`config.mk`:
```
export PLATFORM = sky130hd
export DESIGN_NAME = lbu_ptr_ctx_file
export DESIGN_NICKNAME = d
export VERILOG_FILES = /design/src/rtl/lbu_pkg.sv /design/src/rtl/lbu_ptr_next.sv /design/src/rtl/lbu_ptr_ctx_file.sv
export SDC_FILE = /design/constraint.sdc
export NUM_CORES = 1
export LEC_CHECK = 0
export CAP_MARGIN = 0
export CORE_MARGIN = 2
export CORE_UTILIZATION = 50
export CTS_CLUSTER_SIZE = 8
export DETAILED_ROUTE_END_ITERATION = 8
export PLACE_DENSITY = 0.74
export SETUP_SLACK_MARGIN = 0.15
export SLEW_MARGIN = 20
export SYNTH_ARGS = -nofsm -noshare
export SYNTH_HDL_FRONTEND = slang
export SYNTH_SLANG_ARGS = --single-unit
```
`constraint.sdc`:
```
create_clock -name clk -period 12.9 [get_ports clk]
set_input_delay 2.58 -clock clk [delete_from_list [all_inputs] [get_ports clk]]
set_output_delay 2.58 -clock clk [all_outputs]
set_load 0.01 [all_outputs]
```
`src/rtl/lbu_pkg.sv`:
```
// Shared definitions for the loop-buffer pointer path: op codes, default widths
// and the pointer-context record.
package lbu_pkg;

    localparam int LBU_P_PTR    = 24;
    localparam int LBU_P_STRIDE = 8;
    localparam int LBU_P_MODE   = 3;

    localparam logic [2:0] PTR_OP_NONE = 3'd0;
    localparam logic [2:0] PTR_OP_RST  = 3'd1;
    localparam logic [2:0] PTR_OP_INCR = 3'd2;
    localparam logic [2:0] PTR_OP_DECR = 3'd3;

    typedef struct packed {
        logic [LBU_P_PTR-1:0]    start_ptr;
        logic [LBU_P_PTR-1:0]    end_ptr;
        logic [LBU_P_STRIDE-1:0] stride;
        logic [LBU_P_PTR-1:0]    ptr;
    } lbu_ctx_t;

endpackage

```
`src/rtl/lbu_ptr_next.sv`:
```
// Combinational next-pointer computation for one loop-buffer context
// (signed, optional wrap between start and end).
module lbu_ptr_next
    import lbu_pkg::*;
#(
    parameter int P_PTR    = LBU_P_PTR,
    parameter int P_STRIDE = LBU_P_STRIDE,
    parameter int P_MODE   = LBU_P_MODE
) (
    input  logic [P_MODE-1:0]   mode,
    input  logic                waen,
    input  logic [P_PTR-1:0]    start_ptr,
    input  logic [P_PTR-1:0]    end_ptr,
    input  logic [P_STRIDE-1:0] stride,
    input  logic [P_PTR-1:0]    ptr,
    output logic [P_PTR-1:0]    next_ptr
);

    logic signed [P_PTR-1:0] stride_ext;
    logic signed [P_PTR-1:0] t_inc;
    logic signed [P_PTR-1:0] t_dec;

    assign stride_ext = {{(P_PTR-P_STRIDE){stride[P_STRIDE-1]}}, stride};
    assign t_inc      = $signed(ptr) + stride_ext;
    assign t_dec      = $signed(ptr) - stride_ext;

    // NOTE: the default assignment up front keeps every path driven, so no latch is inferred.
    always_comb begin
        next_ptr = ptr;
        case (mode)
            P_MODE'(PTR_OP_RST):  next_ptr = start_ptr;
            P_MODE'(PTR_OP_INCR): next_ptr = (waen && (t_inc > $signed(end_ptr)))   ? start_ptr : t_inc;
            P_MODE'(PTR_OP_DECR): next_ptr = (waen && (t_dec < $signed(start_ptr))) ? end_ptr   : t_dec;
            default:              next_ptr = ptr;
        endcase
    end

endmodule

```
`src/rtl/lbu_ptr_ctx_file.sv`:
```
// Loop-buffer pointer context file: emits the current pointer as an address and
// commits the next one. Optional sticky bound checking via LBU_PTR_BOUND_CHECK_EN.
module lbu_ptr_ctx_file
    import lbu_pkg::*;
#(
    parameter int P_NUM_ID = 4,
    parameter int P_ID_W   = 2,
    parameter int P_STRIDE = LBU_P_STRIDE,
    parameter int P_PTR    = LBU_P_PTR,
    parameter int P_MODE   = LBU_P_MODE
) (
    input  logic                clk,
    input  logic                rst,
    input  logic                cmd_valid,
    output logic                cmd_ready,
    input  logic                cmd_lbset,
    input  logic [P_ID_W-1:0]   cmd_id,
    input  logic [P_MODE-1:0]   cmd_mode,
    input  logic                cmd_waen,
    input  logic [P_PTR-1:0]    cmd_start,
    input  logic [P_PTR-1:0]    cmd_end,
    input  logic [P_STRIDE-1:0] cmd_stride,
    output logic                addr_valid,
    input  logic                addr_ready,
    output logic [P_ID_W-1:0]   addr_id,
    output logic [P_PTR-1:0]    addr_ptr,
    output logic                ctx_err
);

    logic [P_PTR-1:0]    ctx_start  [P_NUM_ID];
    logic [P_PTR-1:0]    ctx_end    [P_NUM_ID];
    logic [P_STRIDE-1:0] ctx_stride [P_NUM_ID];
    logic [P_PTR-1:0]    ctx_ptr    [P_NUM_ID];

    logic             accept;
    logic [P_PTR-1:0] sel_start;
    logic [P_PTR-1:0] sel_end;
    logic [P_PTR-1:0] sel_ptr;
    logic [P_PTR-1:0] next_ptr;

    assign cmd_ready = !addr_valid || addr_ready;
    assign accept    = cmd_valid && cmd_ready;
    assign sel_start = ctx_start[cmd_id];
    assign sel_end   = ctx_end[cmd_id];
    assign sel_ptr   = ctx_ptr[cmd_id];

    lbu_ptr_next #(
        .P_PTR    (P_PTR),
        .P_STRIDE (P_STRIDE),
        .P_MODE   (P_MODE)
    ) u_next (
        .mode      (cmd_mode),
        .waen      (cmd_waen),
        .start_ptr (sel_start),
        .end_ptr   (sel_end),
        .stride    (ctx_stride[cmd_id]),
        .ptr       (sel_ptr),
        .next_ptr  (next_ptr)
    );

    // NOTE: the contexts are a handful of flops, not a RAM, so resetting them is cheap
    // and gives a defined pointer after reset.
    always_ff @(posedge clk or posedge rst) begin
        if (rst) begin
            for (int i = 0; i < P_NUM_ID; i++) begin
                ctx_start[i]  <= '0;
                ctx_end[i]    <= '0;
                ctx_stride[i] <= '0;
                ctx_ptr[i]    <= '0;
            end
        end else if (accept) begin
            if (cmd_lbset) begin
                ctx_start[cmd_id]  <= cmd_start;
                ctx_end[cmd_id]    <= cmd_end;
                ctx_stride[cmd_id] <= cmd_stride;
                ctx_ptr[cmd_id]    <= cmd_start;
            end else begin
                ctx_ptr[cmd_id]    <= next_ptr;
            end
        end
    end

    // NOTE: sequential state uses non-blocking assignments so all flops update together.
    always_ff @(posedge clk or posedge rst) begin
        if (rst) begin
            addr_valid <= 1'b0;
            addr_id    <= '0;
            addr_ptr   <= '0;
        end else if (accept) begin
            addr_valid <= !cmd_lbset;
            if (!cmd_lbset) begin
                addr_id  <= cmd_id;
                addr_ptr <= sel_ptr;
            end
        end else if (addr_ready) begin
            addr_valid <= 1'b0;
        end
    end

`ifdef LBU_PTR_BOUND_CHECK_EN
    logic err_q;
    logic lbset_bad;
    logic op_bad;

    assign lbset_bad = ($signed(cmd_start) > $signed(cmd_end)) || (cmd_stride == '0);
    assign op_bad    = cmd_waen && (($signed(next_ptr) < $signed(sel_start)) ||
                                    ($signed(next_ptr) > $signed(sel_end)));

    always_ff @(posedge clk or posedge rst) begin
        if (rst) begin
            err_q <= 1'b0;
        end else if (accept && (cmd_lbset ? lbset_bad : op_bad)) begin
            err_q <= 1'b1;
        end
    end

    assign ctx_err = err_q;
`else
    assign ctx_err = 1'b0;
`endif

endmodule
```
== Word level (Yosys, flattened, before mapping) ==
Cells that the tools add are included.
W data, S select, Z words.
Word-level totals
  input port bits: 67
  register bits: 347
  output and inout port bits: 29
  word-level logic and storage cells: 67
Operators by class
  reduce and logical (&&, ||, !) cells: 10
  magnitude comparators: 4
  equal/unequal tests: 3
  mux-type cells: 27
  add/sub/neg operators: 2
  bitwise operators: 2
Operators by type and width (number)
  $bwmux W96: 4
  $mux W24: 9
  $bmux W24 S2: 3
  $mux W96: 1
  $pmux W24 S3: 1
  $demux W24 S2: 1
  $bwmux W32: 1
  $add A24 B8 Y24: 1
  $gt A24 B24 Y1: 1
  $lt A24 B24 Y1: 1
  $mux W8: 3
  $sub A24 B8 Y24: 1
  $bmux W8 S2: 1
  $demux W8 S2: 1
  $eq A3 B2 Y1 const B: 2
  $logic_and A1 B1 Y1: 4
  $reduce_and A2 Y1: 2
  $eq A3 B1 Y1 const B: 1
  $ge A3 B3 Y1 const B: 1
  $lt A3 B1 Y1 const B: 1
  $not A2 Y3: 1
  $logic_not A1 Y1: 2
  $mux W1: 2
  $reduce_bool A2 Y1: 1
  other kinds (2): 2

== Logic depth before layout (Yosys ltp) ==
  word-level depth: 11
  mapped depth: 30
  depth with buffers taken out: 23

== By module ==
A second synthesis with hierarchy kept.
Second synthesis, totals
  cell total of the unflattened synthesis: 1510
  area total of the unflattened synthesis: 19904.1 sq um
Modules (own cells, without submodules)
  lbu_ptr_ctx_file: instances 1, seq. area each 8683.3 sq um, area an instance 15418.5 sq um, cells an instance 873
  lbu_ptr_next: instances 1, seq. area each 0.0 sq um, area an instance 4485.6 sq um, cells an instance 637

== Worst setup path after synthesis ==
Ideal clock, no wire load.
  kind: input to register
  start point: input cmd_id[0]
  end point: register ctx_ptr[12] in the netlist's numbering
  path slack: 3.886 ns
  setup time: 0.066 ns
  required time: 12.834 ns
  stages on the path: 27
  buffers on the path: 6
  arrival: 8.948 ns
  cell sequence: buf_6 > buf_2 > buf_2 > buf_2 > buf_2 > mux4_2 > ha_1 > fa_1 > nor2b_1 > o21ai_0 > a31oi_1 > o31a_1 > a221o_1 > a31oi_1 > xor2_1 > ha_1 > nand4_1 > nor4_1 > o31ai_1 > nand3_1 > mux2_2 > buf_2 > and3b_1 > o21ai_0 > a221oi_2 > o31ai_1 > mux2_2
On the way
  longest elaborated chain between the ends: 11
  elaborated cells between the ends (all ways): 30
  those cells by class: 2 x add/sub; 4 x order compare; 20 x mux; 1 x bitwise; 3 x reduce/logical
Ends and longest elaborated chain
  from (decl): RTL line lbu_ptr_ctx_file.sv:17  | input logic [P_ID_W-1:0] cmd_id,
  $not A2 Y3 (not written as such) (*)
  $bmux W24 S2 / $bmux W8 S2 (equally long branches): RTL line lbu_ptr_ctx_file.sv:45, lbu_ptr_ctx_file.sv:56
  $mux W24 (not written as such) / $mux W8 (equally long branches) (2 in series): RTL line lbu_ptr_ctx_file.sv:45, lbu_ptr_ctx_file.sv:56
  $sub A24 B8 Y24 / $add A24 B8 Y24 (equally long branches): RTL line lbu_ptr_next.sv:25, lbu_ptr_next.sv:24
  $lt A24 B24 Y1 / $gt A24 B24 Y1 (equally long branches): RTL line lbu_ptr_next.sv:33, lbu_ptr_next.sv:32
  $logic_and A1 B1 Y1, on equally long branches: RTL line lbu_ptr_next.sv:33, lbu_ptr_next.sv:32
  $mux W24, on equally long branches: RTL line lbu_ptr_next.sv:33, lbu_ptr_next.sv:32
  $pmux W24 S3: RTL line lbu_ptr_next.sv:30  | case (mode)
  $bwmux W96: RTL line lbu_ptr_ctx_file.sv:78  | ctx_ptr[cmd_id] <= next_ptr;
  $mux W96 (*): RTL line lbu_ptr_ctx_file.sv:72  | if (cmd_lbset) begin
  to (signal, indexed assignment): RTL line lbu_ptr_ctx_file.sv:76  | ctx_ptr[cmd_id] <= cmd_start;
  to (signal, indexed assignment): RTL line lbu_ptr_ctx_file.sv:78
  to (decl): RTL line lbu_ptr_ctx_file.sv:33  | logic [P_PTR-1:0] ctx_ptr [P_NUM_ID];
Every way passes the cells marked *; elsewhere a longest branch is shown, timed or not. The select of a mux whose other input is x is not followed.
A chain may end at the register's enable or synchronous reset.

== Worst setup path in the final report ==
Same ends and word-level chain as after synthesis.

==> run_results.csv <==
group,metric,value,unit
clocking,ctsLongestPathBuffers,3,
routing,detail_route.iter0.violations,956,
synth,synth_area_per_cell,11.3,µm²
clocking,cts_resized,0,
die,coreArea,38900,µm²
pwr,power_frac_comb,49.8,%
global_route,grt_start_max_net_pins,118,
synth,synth_edf_count,0,
worst_setup_path,cell_family_with_most_cp_delay,"compound AO/OA/AOI/OAI gates",
worst_setup_path,timing.critical_path.to_type,"flop",
synth,synth-seq-cells,347,
clocking,cts-hold-fix-buffers,0,
cells_and_area,count_of_fill_cells_added_during_filler_insertion,3271,
worst_setup_path,critical_path.cell_chain,"buf_6 > mux4_2 > inv_1 > ha_1 > inv_1 > o31ai_1 > a21oi_1 > a31oi_1 > nor3b_1 > o211ai_1 > a21oi_1 > xnor2_1 > ha_1 > nand4_1 > nor3_1 > nand3_1 > a31oi_1 > nor3_1 > nor3b_4 > buf_4 > mux2i_1 > a221oi_2 > o31ai_1 > mux2_2",
worst_setup_path,critPathMaxFanout,43,
routing,route.vias.total,14500,
routing,drt_first_pass_iters,5,
outcome,outcome,"finished, final reports clean",
die,initial_core_util,51.0,%
clocking,clock_edge_transition_at_the_registers_on_the_reported_setup_and_hold_paths,0.05,ns
global_route,grtUsageTotal,27.8,%
routing,via_per_inst,6.19,
worst_setup_path,crit_buf_inv,4,
pwr,switching_share,39.2,%
clocking,insertion_delay,0.58,ns
pwr,reported_leakage_power,9.74,nW
routing,route.final.wire_length,55800,µm
clocking,numClockSinks,347,
pwr,design_power,5.31,mW
clocking,cts.root.buffer_cell,"clkbuf_16",
worst_setup_path,worstSetupPathType,"in -> reg",
sta,slew_violations,0,
sta,min_period,10.11,ns
routing,drc_errors,0,
sta,max_freq,0.0989,GHz
clocking,tritoncts.num_buffers,49,
routing,routed_wire_length_per_instance,23.8,µm
worst_setup_path,crit_path_max_incr_delay,0.86,ns
pwr,worst_ir_drop_vdd,0.000127,V
cells_and_area,drive_above_1_share,24.6,%
cells_and_area,finish.net_count,1982,
die,floorplan.die_area,41300,µm²
worst_setup_path,timing.critical_path.required,13.40,ns
synth,synth.yosys.seq_area_share,43.8,%
pwr,power.share.clock,21.2,%
clocking,htree_num_levels,2,
synth,yosys_warnings,0,
sta,rsz0062_at_grt,"false",
sta,layout_worst_path_cycle_share,78.4,%
flow_run,max_cap_viol_count,0,
synth,netlist-cell-type-count,77,
placement,dpl.hpwl,39300,µm
pwr,power_density,236,nW/µm²
die,num_io_pins,96,
sta,max_slew.worst_pin.slew,0.984,ns
global_route,initial_antenna_violation_count,0,
placement,port_buffers,94,
worst_setup_path,crit_slowest_cell,"mux4_2",
die,die_h,203,µm
synth,post_synth_inst_count,1756,
worst_setup_path,worst_setup_path_start_kind,"primary input",
synth,postSynth.topFlopCell,"dfrtp_1",
clocking,tritoncts_clock_tree,"built",
cells_and_area,diodes,0,
pwr,internal_power_component,3.23,mW
sta,skew,0.0235,ns
worst_setup_path,worst-endpoint-arrival,10.61,ns
global_route,first_global_vias,14900,
clocking,post-cts-setup-buffer-count,0,
sta,setup_viol,0,
placement,place.gp.congestion,0.987,
die,floorplan.die.width,203,µm
synth,synth_async_sr_flop_share,100,%
synth,synth.net_count,1918,
routing,drtAntennaViolNets,0,
synth,syn-cell-area,19800,µm²
sta,timing.slew.headroom,33.7,%
pwr,seq_power_share,29.0,%
global_route,global_route.overflow_total,0,
pwr,switchingPower,2.08,mW
sta,final.setup.tns,0,ns
sta,finalHoldViolCount,0,
die,num_rows,72,
worst_hold_path,timing.hold.worst.class,"reg -> reg",
cells_and_area,areaGrowthSynthToFinish,13.3,%
global_route,grt_first_pass_wirelength,88100,µm
stage by stage:
step	hold slack, ns	setup slack [ns]	cell area (µm²)	cells	util, %
floorplan	0.444	0.698	19800	1756	-
global placement	0.455	2.41	21200	2287	54.4
detailed placement	0.465	2.32	21200	2287	54.4
CTS	0.477	2.89	22500	2339	57.7
global route	0.491	2.29	22500	2339	57.7
finish	0.476	2.79	22500	2339	57.7
routing by layer:
layer | routed length [µm] | vias up | part of all wire [%] | GRT usage, %
li1 | - | 6498 | - | -
met1 | 23700 | 7353 | 43 | 37.9
met2 | 27100 | 505 | 49 | 45.5
met3 | 2970 | 123 | 5.3 | 3.36
met4 | 1950 | 0 | 3.5 | 11.1
met5 | 0 | - | 0 | 0
synthesized netlist by cell type, drive strengths merged (5+ instances only):
cell	instances	share of area (%)
a211oi	18	0.73
a21o	12	0.45
a21oi	77	2.0
a31oi	17	0.54
and3	5	0.16
buf	28	0.81
clkbuf	80	1.5
dfrtp	347	44
ha	93	5.9
inv	80	1.5
mux2	264	15
mux2i	24	1.2
mux4	73	8.3
nand2	174	3.3
nand2b	14	0.44
nand3	11	0.28
nand4	11	0.35
nor2	81	1.5
nor2b	10	0.32
nor3	19	0.54
o211ai	8	0.30
o21a	9	0.34
o21ai	130	3.3
o21bai	15	0.57
o22a	8	0.35
o22ai	9	0.28
o31a	7	0.31
o31ai	19	0.92
o32ai	6	0.26
or3	8	0.25
xnor2	32	1.4
xor2	8	0.35
path summary, 6_finish.rpt:
check	slack [ns]	cells past startpoint	end	from
max	2.79	24	ctx_ptr[12]$_DFFE_PP0P_	cmd_id[0]
min reg2reg	0.48	2	ctx_start[54]$_DFFE_PP0P_	ctx_start[54]$_DFFE_PP0P_
min in group asynchronous	2.58	2	ctx_start[67]$_DFFE_PP0P_	rst
max reg2reg	5.01	23	ctx_ptr[12]$_DFFE_PP0P_	ctx_stride[15]$_DFFE_PP0P_
max in group asynchronous	8.94	3	ctx_end[94]$_DFFE_PP0P_	rst
min	0.48	2	ctx_start[54]$_DFFE_PP0P_	ctx_start[54]$_DFFE_PP0P_
flip-flops by register name (all words and copies together) (netlist names):
register / flops
ctx_end: 96
ctx_ptr: 96
ctx_start: 96
ctx_stride: 32
addr_ptr: 24
addr_id: 2
addr_valid: 1
power by group through the flow:
stage          Clock [mW]  Sequential (mW)  Combinational, mW
3_5_place_dp            0             1.56               2.61
6_report             1.13             1.54               2.65
2_1_floorplan           0             1.53               1.91
4_1_cts              1.15             1.54               2.62
3_3_place_gp            0             1.54               2.58
5_1_grt              1.20             1.58               2.90
cells in the final DEF (no fill, tap or decap), drive strengths merged, types with 10 or more instances in the layout:
| cell | n |
|---|---|
| a211oi | 18 |
| a21o | 12 |
| a21oi | 77 |
| a31oi | 17 |
| buf | 30 |
| clkbuf | 50 |
| clkdlybuf4s50 | 91 |
| dfrtp | 347 |
| ha | 93 |
| inv | 81 |
| mux2 | 264 |
| mux2i | 24 |
| mux4 | 73 |
| nand2 | 174 |
| nand2b | 14 |
| nand3 | 11 |
| nand4 | 11 |
| nor2 | 81 |
| nor2b | 10 |
| nor3 | 19 |
| o21ai | 130 |
| o21bai | 15 |
| o31ai | 19 |
| xnor2 | 32 |
cell type report:
cell class,instances,area [µm²],share of cell area (%)
inverters,80,308,1.37
repair buffers,121,1140,5.09
clock buffers,50,1230,5.47
clock inverters,2,50.0,0.223
multi-input cells,1221,10400,46.3
flip-flops and latches,347,8680,38.6
well taps,518,648,2.88
tightest hold or removal path, cell delays in order (launching register included):
cell     delay, ns
dfrtp_1       0.33
nand2_1       0.04
o21ai_0       0.06
logic make-up after synthesis:
| kind of cell | count (synthesis) | synth area share (%) |
|---|---|---|
| buffers and inverters | 188 | 3.85 |
| other | 1 | 0.0189 |
| xor gates and xnor gates | 40 | 1.77 |
| and+or+nand+nor | 354 | 8.00 |
| adders and majority gates | 95 | 6.07 |
| DFF | 347 | 43.8 |
| AOI/OAI and AO/OA | 370 | 12.1 |
| muxes | 361 | 24.5 |
Power figures use the tool's default switching activity.
